$ cat src/rtl/fetch_stage.sv
// ---------------------------------------------------------------------------
// fetch_stage
//   Instruction-fetch stage and the F2D pipeline register. Owns the PC, boots
//   it from instruction memory words 0 and 1, fetches one 16-bit word per
//   cycle and hands decode the word, PC+1 and an interrupt marker. Later
//   stages redirect it with branches, a two-phase RET/RTI PC restore from
//   popped stack words, and interrupt vectoring.
//
// Ports
//   clk, rst        rising-edge clock, synchronous active-high reset
//   imem_addr       address into instruction memory (combinational read)
//   imem_data       word at imem_addr, same cycle
//   stall           hazard bubble from decode: hold PC and F2D
//   branch_taken    taken branch resolved in execute
//   branch_target   target PC for branch_taken
//   ret_hi_valid    first RET/RTI pop, pop_data = PC[31:16]
//   ret_lo_valid    second RET/RTI pop, pop_data = PC[15:0]
//   pop_data        popped stack word
//   int_req         external interrupt request (level or pulse)
//   int_redirect    interrupt push sequence finished, jump to INT_VECTOR
//   instr_f2d       F2D instruction word
//   pc_f2d          F2D PC (PC+1 of the fetched word, or the interrupted PC)
//   int_f2d         F2D interrupt marker
// ---------------------------------------------------------------------------
module fetch_stage #(
    parameter int             PC_W       = 32,
    parameter int             IW         = 16,
    parameter logic [IW-1:0]  NOP_WORD   = 16'h0000,
    parameter logic [PC_W-1:0] INT_VECTOR = 32'h0000_0000
) (
    input  logic            clk,
    input  logic            rst,
    output logic [PC_W-1:0] imem_addr,
    input  logic [IW-1:0]   imem_data,
    input  logic            stall,
    input  logic            branch_taken,
    input  logic [PC_W-1:0] branch_target,
    input  logic            ret_hi_valid,
    input  logic            ret_lo_valid,
    input  logic [15:0]     pop_data,
    input  logic            int_req,
    input  logic            int_redirect,
    output logic [IW-1:0]   instr_f2d,
    output logic [PC_W-1:0] pc_f2d,
    output logic            int_f2d
);

    typedef enum logic [2:0] {
        BOOT_HI,
        BOOT_LO,
        RUN,
        RET_WAIT,
        INT_WAIT
    } state_t;

    state_t          state_p0;
    logic [PC_W-1:0] pc_p0;
    logic            int_pending_p0;

    logic [IW-1:0]   instr_p1;
    logic [PC_W-1:0] pc_p1;
    logic            int_p1;

    // Fetch address: boot words come from fixed locations 0 and 1.
    always_comb begin
        imem_addr = pc_p0;
        case (state_p0)
            BOOT_HI: imem_addr = PC_W'(0);
            BOOT_LO: imem_addr = PC_W'(1);
            default: imem_addr = pc_p0;
        endcase
    end

    // ---- fetch (p0) -> F2D register (p1) ----
    // A bubble clears the whole F2D register back to its reset contents.
    always_ff @(posedge clk) begin
        if (rst) begin
            state_p0       <= BOOT_HI;
            pc_p0          <= '0;
            int_pending_p0 <= 1'b0;
            instr_p1       <= NOP_WORD;
            pc_p1          <= '0;
            int_p1         <= 1'b0;
        end else begin
            case (state_p0)
                BOOT_HI: begin
                    pc_p0[PC_W-1 -: 16] <= imem_data;
                    state_p0            <= BOOT_LO;
                end

                BOOT_LO: begin
                    pc_p0[15:0] <= imem_data;
                    state_p0    <= RUN;
                end

                RUN: begin
                    if (branch_taken) begin
                        pc_p0    <= branch_target;
                        instr_p1 <= NOP_WORD;
                        pc_p1    <= '0;
                        int_p1   <= 1'b0;
                    end else if (ret_hi_valid) begin
                        pc_p0[PC_W-1 -: 16] <= pop_data;
                        instr_p1            <= NOP_WORD;
                        pc_p1               <= '0;
                        int_p1              <= 1'b0;
                        state_p0            <= RET_WAIT;
                    end else if (stall) begin
                        // hold PC and F2D
                    end else if (int_pending_p0) begin
                        // Marker carries the unfetched PC so RTI resumes there.
                        instr_p1       <= NOP_WORD;
                        pc_p1          <= pc_p0;
                        int_p1         <= 1'b1;
                        int_pending_p0 <= 1'b0;
                        state_p0       <= INT_WAIT;
                    end else begin
                        instr_p1 <= imem_data;
                        pc_p1    <= pc_p0 + PC_W'(1);
                        int_p1   <= 1'b0;
                        pc_p0    <= pc_p0 + PC_W'(1);
                    end
                end

                RET_WAIT: begin
                    instr_p1 <= NOP_WORD;
                    pc_p1    <= '0;
                    int_p1   <= 1'b0;
                    if (ret_lo_valid) begin
                        pc_p0[15:0] <= pop_data;
                        state_p0    <= RUN;
                    end
                end

                INT_WAIT: begin
                    instr_p1 <= NOP_WORD;
                    pc_p1    <= '0;
                    int_p1   <= 1'b0;
                    if (branch_taken) begin
                        // An older branch squashed the marker: re-arm it.
                        pc_p0          <= branch_target;
                        int_pending_p0 <= 1'b1;
                        state_p0       <= RUN;
                    end else if (int_redirect) begin
                        pc_p0    <= INT_VECTOR;
                        state_p0 <= RUN;
                    end
                end

                default: state_p0 <= BOOT_HI;
            endcase

            // A request arriving in the marker cycle itself is kept, not lost.
            if (int_req) int_pending_p0 <= 1'b1;
        end
    end

    assign instr_f2d = instr_p1;
    assign pc_f2d    = pc_p1;
    assign int_f2d   = int_p1;

endmodule

$ cat config.mk
export PLATFORM = sky130hd
export DESIGN_NAME = fetch_stage
export DESIGN_NICKNAME = d
export VERILOG_FILES = /design/src/rtl/fetch_stage.sv
export SDC_FILE = /design/constraint.sdc
export NUM_CORES = 1
export LEC_CHECK = 0
export CAP_MARGIN = 20
export CORE_MARGIN = 5
export CORE_UTILIZATION = 48
export CTS_CLUSTER_SIZE = 40
export DETAILED_ROUTE_END_ITERATION = 12
export HOLD_SLACK_MARGIN = 0.08
export PLACE_DENSITY = 0.87
export SYNTH_ARGS = -nofsm -noshare
export SYNTH_HDL_FRONTEND = slang
export SYNTH_SLANG_ARGS = --single-unit
export TNS_END_PERCENT = 10
$ cat constraint.sdc
create_clock -name clk -period 2.6 [get_ports clk]
set_input_delay 0.52 -clock clk [delete_from_list [all_inputs] [get_ports clk]]
set_output_delay 0.52 -clock clk [all_outputs]
set_load 0.005 [all_outputs]
* After elaboration in Yosys (flattened, before gate mapping)
Index checks and enable logic that the tools add are counted.
Storage, ports and cells: bits in registers 85, latch bits 0, bits in writable memories 0, bits in read-only memories 0, input port bits 72, output and inout bits 81, memories kept 0
Cells by class: $add $sub $neg 1, $mul 0, div/mod/pow operators 0, order comparisons 0, eq/ne operators 16, shift operators 0, muxes and demuxes 38, bitwise operators 0, reduce and logical (&&, ||, !) cells 11
Operator list (number):
- 32-bit 2-to-1 mux | 7
- 32-bit case mux with 2 select lines | 2
- 16-bit 2-to-1 mux | 7
- 16-bit case mux with 4 select lines | 1
- 16-bit case mux with 3 select lines | 1
- 32-bit by 1-bit adder with 32-bit output, second input constant | 1
- 16-bit case mux with 2 select lines | 1
- 3-bit != test, second input constant | 9
- 3-bit 2-to-1 mux | 7
- 3-bit case mux with 5 select lines | 1
- 5-bit AND reduction | 3
- 1-bit 2-to-1 mux | 9
- 3-bit by 2-bit == test with 1-bit output, second input constant | 2
- 3-bit nonzero test | 2
- 2-bit != test, second input constant | 2
- 4-bit != test, second input constant | 1
- 1-bit case mux with 2 select lines | 2
- 4-bit nonzero test | 1
- 3-bit by 1-bit == test with 1-bit output, second input constant | 1
- 3-bit == test, second input constant | 1
- 3-bit logical NOT | 1
- 3-bit AND reduction | 1
- 2-bit AND reduction | 1
- 2-bit nonzero test | 1
- 2-bit OR reduction | 1

* Longest topological paths before layout
depth in word-level cells 6, mapped depth 8

* Least setup slack after synthesis
Ideal clock, no wire load.
kind reg-to-reg, start point register pc_p0[1], end point register pc_p0[20], library setup time 0.103 ns, arrival 2.137 ns, required time 2.497 ns, slack 0.359 ns, cell stages (with the launch flop) 7, path buffers 0, clock period less this slack 2.241 ns, cell sequence dfxtp_1 -> ha_1 -> nand3_1 -> or4_4 -> or3_1 -> a32o_1 -> a2111oi_2
Between the ends: longest elaborated chain between the ends 6
Ends and longest elaborated chain:
- from (decl) | RTL line 57 | logic [PC_W-1:0] pc_p0;
- from (signal, indexed assignment) | RTL line 87 | pc_p0[PC_W-1 -: 16] <= imem_data;
- from (signal assigned) | RTL line 92 | pc_p0[15:0] <= imem_data;
- from (signal assigned) | RTL line 98 | pc_p0 <= branch_target;
- 32-bit by 1-bit adder with 32-bit output | RTL line 121 | pc_p0 <= pc_p0 + PC_W'(1);
- 32-bit 2-to-1 mux (2 in series)
- 16-bit 2-to-1 mux | RTL line 102 | end else if (ret_hi_valid) begin
- 32-bit 2-to-1 mux | RTL line 97 | if (branch_taken) begin
- 16-bit case mux with 3 select lines | RTL line 85 | case (state_p0)
No other way between the ends. The select of a mux whose other input is x is not followed. A chain may end at the register's enable or synchronous reset.

* Final worst setup path
start point register state_p0[1], end point output port imem_addr[14]
Between the ends: longest elaborated chain between the ends 2
Ends and longest elaborated chain:
- from (decl) | RTL line 56 | state_t state_p0;
- from (signal assigned) | RTL line 78 | state_p0 <= BOOT_HI;
- from (signal assigned) | RTL line 88 | state_p0 <= BOOT_LO;
- from (signal assigned) | RTL line 93 | state_p0 <= RUN;
- 3-bit by 1-bit == test with 1-bit output / 3-bit logical NOT (equally long branches) | RTL line 67 | case (state_p0)
- 32-bit case mux with 2 select lines * | RTL line 67
- to (decl) | RTL line 33 | output logic [PC_W-1:0] imem_addr,
Every way passes the cells marked *; elsewhere a longest branch is shown, timed or not.

==> results.yml <==
critical_path:
  critical_path.cell_chain: "buf_4 -> nor2_2 -> buf_4 -> nor2_1 -> clkdlybuf4s50_1"
  ff2ff_setup_slack_ps: 140
  crit_type: "flop to primary output"
  timing.critical_path.buf_inv: 3
  worst-endpoint-required_ps: 2080
  crit_family: "buffers and inverters"
  critical_path.max_stage_delay_ps: 520
  setup.worst_path.start: "state_p0[1]"
  crit_slowest_cell: "clkdlybuf4s50_1"
  regToRegStartpoint: "pc_p0[4]"
  cp_data_arrival_time_ps: 1990
  critical_path_peak_fanout: 24
  cp_endpoint_kind: "primary output"
  cp_common_cell: "buf_4"
  reg2reg_depth: 5
  critPathLaunchType: "flop"
  critical_path.reg2reg.endpoint: "pc_p0[20]"
sta:
  worstMarginPinSlew_ps: 1150
  maxSlewHeadroom_pct: 22.5
  final.hold.worst_slack_ps: 463
  max_fclk_ghz: 0.398
  finalWorstPathRequiredPeriod_ps: 2510
  post_route_skew_ps: 12.0
  setup_ws_ps: 86.1
  min_period_over_period_pct: 96.7
  slew_violations: 0
  grt_setup_unrepaired: "no"
  setup_viol: 0
  hold_violations: 0
global_routing:
  largest_net_degree_at_the_start_of_global_routing: 54
  grt_antenna_before_repair: 0
  grt_util_all_layers_pct: 34.5
  grt_first_pass_wirelength_mm: 35.4
  grt.overflow.total: 0
  first_global_vias: 6229
synthesis:
  synth_nets: 751
  netlist_instances: 678
  yosys_register_bits: 85
  synth_simple_gate_area_share_pct: 26.5
  seq_area_frac_synth_pct: 32.5
  synth.yosys.warnings: 0
  synth-compound-area-share_pct: 30.0
  synth_top_family_by_area: "compound AO/OA/AOI/OAI gates"
  asyncSetResetFlopFracSynth_pct: 0
  synth.lib_cells_used.distinct: 69
  synthMuxAreaShare_pct: 0.622
  syn-mean-instance-area_um2: 7.71
  synthesis.area_um2: 5230
  ys_dominant_reg_cell: "dfxtp_1"
  synth_enable_flop_cells: 0
  post_synth_fa_ha_maj_area_fraction_pct: 0.239
  post_synth_xor_area_fraction_pct: 4.52
cts:
  insertion_delay_ps: 370
  clockRootBuffer: "clkbuf_8"
  hold_buffer_count_at_cts: 0
  post_cts_setup_buffer_count: 0
  cts_made_buffers: 9
  clk_transition_reported_paths_ps: 100
  cts_tree: "built"
  clock_sinks: 85
  clock_tree.htree_level_count: 3
  cts_max_path_buffers: 2
floorplanning:
  design.portCount: 153
  initial_core_util_pct: 48.7
  die-height_um: 114
  floorplan.die.width_um: 114
  core_area_um2: 10700
  dieArea_um2: 13100
  floorplan.rows: 38
final_layout:
  mostFrequentLayoutCell: "clkdlybuf4s50_1"
  filler_cell_count: 937
  design.final.nets: 933
  postLayoutCellArea_um2: 7520
  antenna_cells_inserted: 0
  area.growth.synth_to_final_pct: 43.8
  post_route_cells_drive_above_1_share_pct: 12.4
  most_frequent_cells_in_the_layout: "clkdlybuf4s50_1 (151), dfxtp_1 (83), buf_4 (73), nor2_1 (71), a21oi_1 (49)"
  layout.cells.non_filler: 1004
  final_core_utilization_pct: 70.0
pwr:
  irDropWorstVdd_uv: 247
  power.leakage_nw: 2.70
  power_per_cell_area_nw_per_um2: 474
placement:
  placed_cell_area_um2: 7330
  buffer_ports.inserted: 152
  place.detailed.hpwl_mm: 17.9
  placement.setup.worst_slack_ps: -61.2
  dpl.cell_count: 989
  placer_s_final_routability_congestion_estimate: 1.02
worst_hold_path:
  timing.hold.worst_path_depth: 1
  hold-path-endpoint: "pc_f2d[28]"
  hold_path.startpoint: "pc_f2d[28]"
  holdCritPathClass: "flop to flop"
drt:
  remaining_drc_errors: 0
  totalWireLength_mm: 22.9
  via_count: 6528
  firstDrtPassIters: 6
  drt.antenna.violating_nets: 0
  first_iter_violations: 928
  routed_wire_length_per_instance_um: 22.8
  number_of_vias_per_cell_after_detailed_routing: 6.50
run_status:
  run_status: "completed"
run:
  maxcap_viol_count: 0
worst max path at each step:
| stage | cells past startpoint | end | slack (ps) |
|---|---|---|---|
| 2_1_floorplan | 6 | pc_p0[20] | 360 |
| 3_3_place_gp | 6 | pc_p0[6] | -3 |
| 3_5_place_dp | 7 | pc_f2d[31] | -60 |
| 4_1_cts | 4 | imem_addr[14] | 70 |
| 5_1_grt | 5 | imem_addr[25] | 3 |
| 6_report | 5 | imem_addr[14] | 90 |
sequential cells by signal, indices dropped and copies added (netlist names):
signal,count
pc_p0,32
state_p0,3
int_pending_p0,1
pc_f2d,32
instr_f2d,16
int_f2d,1
per-layer routing:
metal | global-route usage (%) | routed length [um] | vias up
met5 | 0 | 0 | -
met1 | 46.3 | 9100 | 3098
li1 | - | - | 2893
met4 | 13.5 | 901 | 0
met3 | 6.45 | 2420 | 80
met2 | 54.6 | 10500 | 457
logic make-up after synthesis:
logic type	count (synthesis)
flops	85
mux	3
fa+ha+maj	1
buf+inv	76
simple gates	260
compound gates	226
xor+xnor	27
power by group:
part / internal (W) / switching, W / leakage (nW)
Clock: 0.000443 / 0.000527 / 0.0886
Combinational: 0.000503 / 0.000606 / 1.92
Sequential: 0.00138 / 0.000108 / 0.693
Total: 0.00232 / 0.00124 / 2.70
through the flow:
step,total power [W],TNS (ps)
final,0.00357,0
after global routing,0.00368,0
after CTS,0.00352,0
after detailed placement,0.00258,-695
after global placement,0.00256,-2.83
after floorplan,0.00204,0
layout make-up:
type	count	area, um2	share of cell area, %
repair buffers	229	2140	28.5
clock inverters	5	62.6	0.832
inverters	18	67.6	0.898
clock buffers	10	128	1.70
multi-input cells	517	3240	43.1
well taps	140	175	2.33
flip-flops and latches	85	1700	22.7
synth_stat cells, drive strengths merged (4+ instances only):
library cell	n	area share, %
a22oi	28	4.0
a311oi	7	1.2
nor4	8	1.1
a21o	4	0.57
o211ai	7	1.0
nand2	48	3.4
a211oi	8	1.1
a222oi	5	0.96
xor2	7	1.2
o2bb2ai	18	3.0
clkbuf	53	3.8
buf	5	0.48
and2	7	0.84
nand4	16	2.4
nand2b	5	0.60
o32ai	5	0.84
a31oi	10	1.2
nor2b	30	3.6
inv	18	1.3
nand3	15	1.4
and3	4	0.48
or4	4	0.65
xnor2	20	3.3
dfxtp	85	33
o21ai	42	4.0
nor3	25	2.4
or3	5	0.60
and4	4	0.67
a221oi	5	0.84
nor2	72	5.2
o31a	5	0.84
a21oi	49	4.7
worst reg2reg max path: cells and delay by family, from the launching register on:
family,cells,cell delay [ps]
simple gates,3,1240
flops,1,490
compound gates,2,650
timing repair:
| action | 4_1_cts | 5_1_grt |
|---|---|---|
| pin swaps | 0 | 0 |
| endpoints found under the setup margin | 15 | 5 |
| gates resized for setup | 1 | 1 |
(Power assumes the default switching activity.)
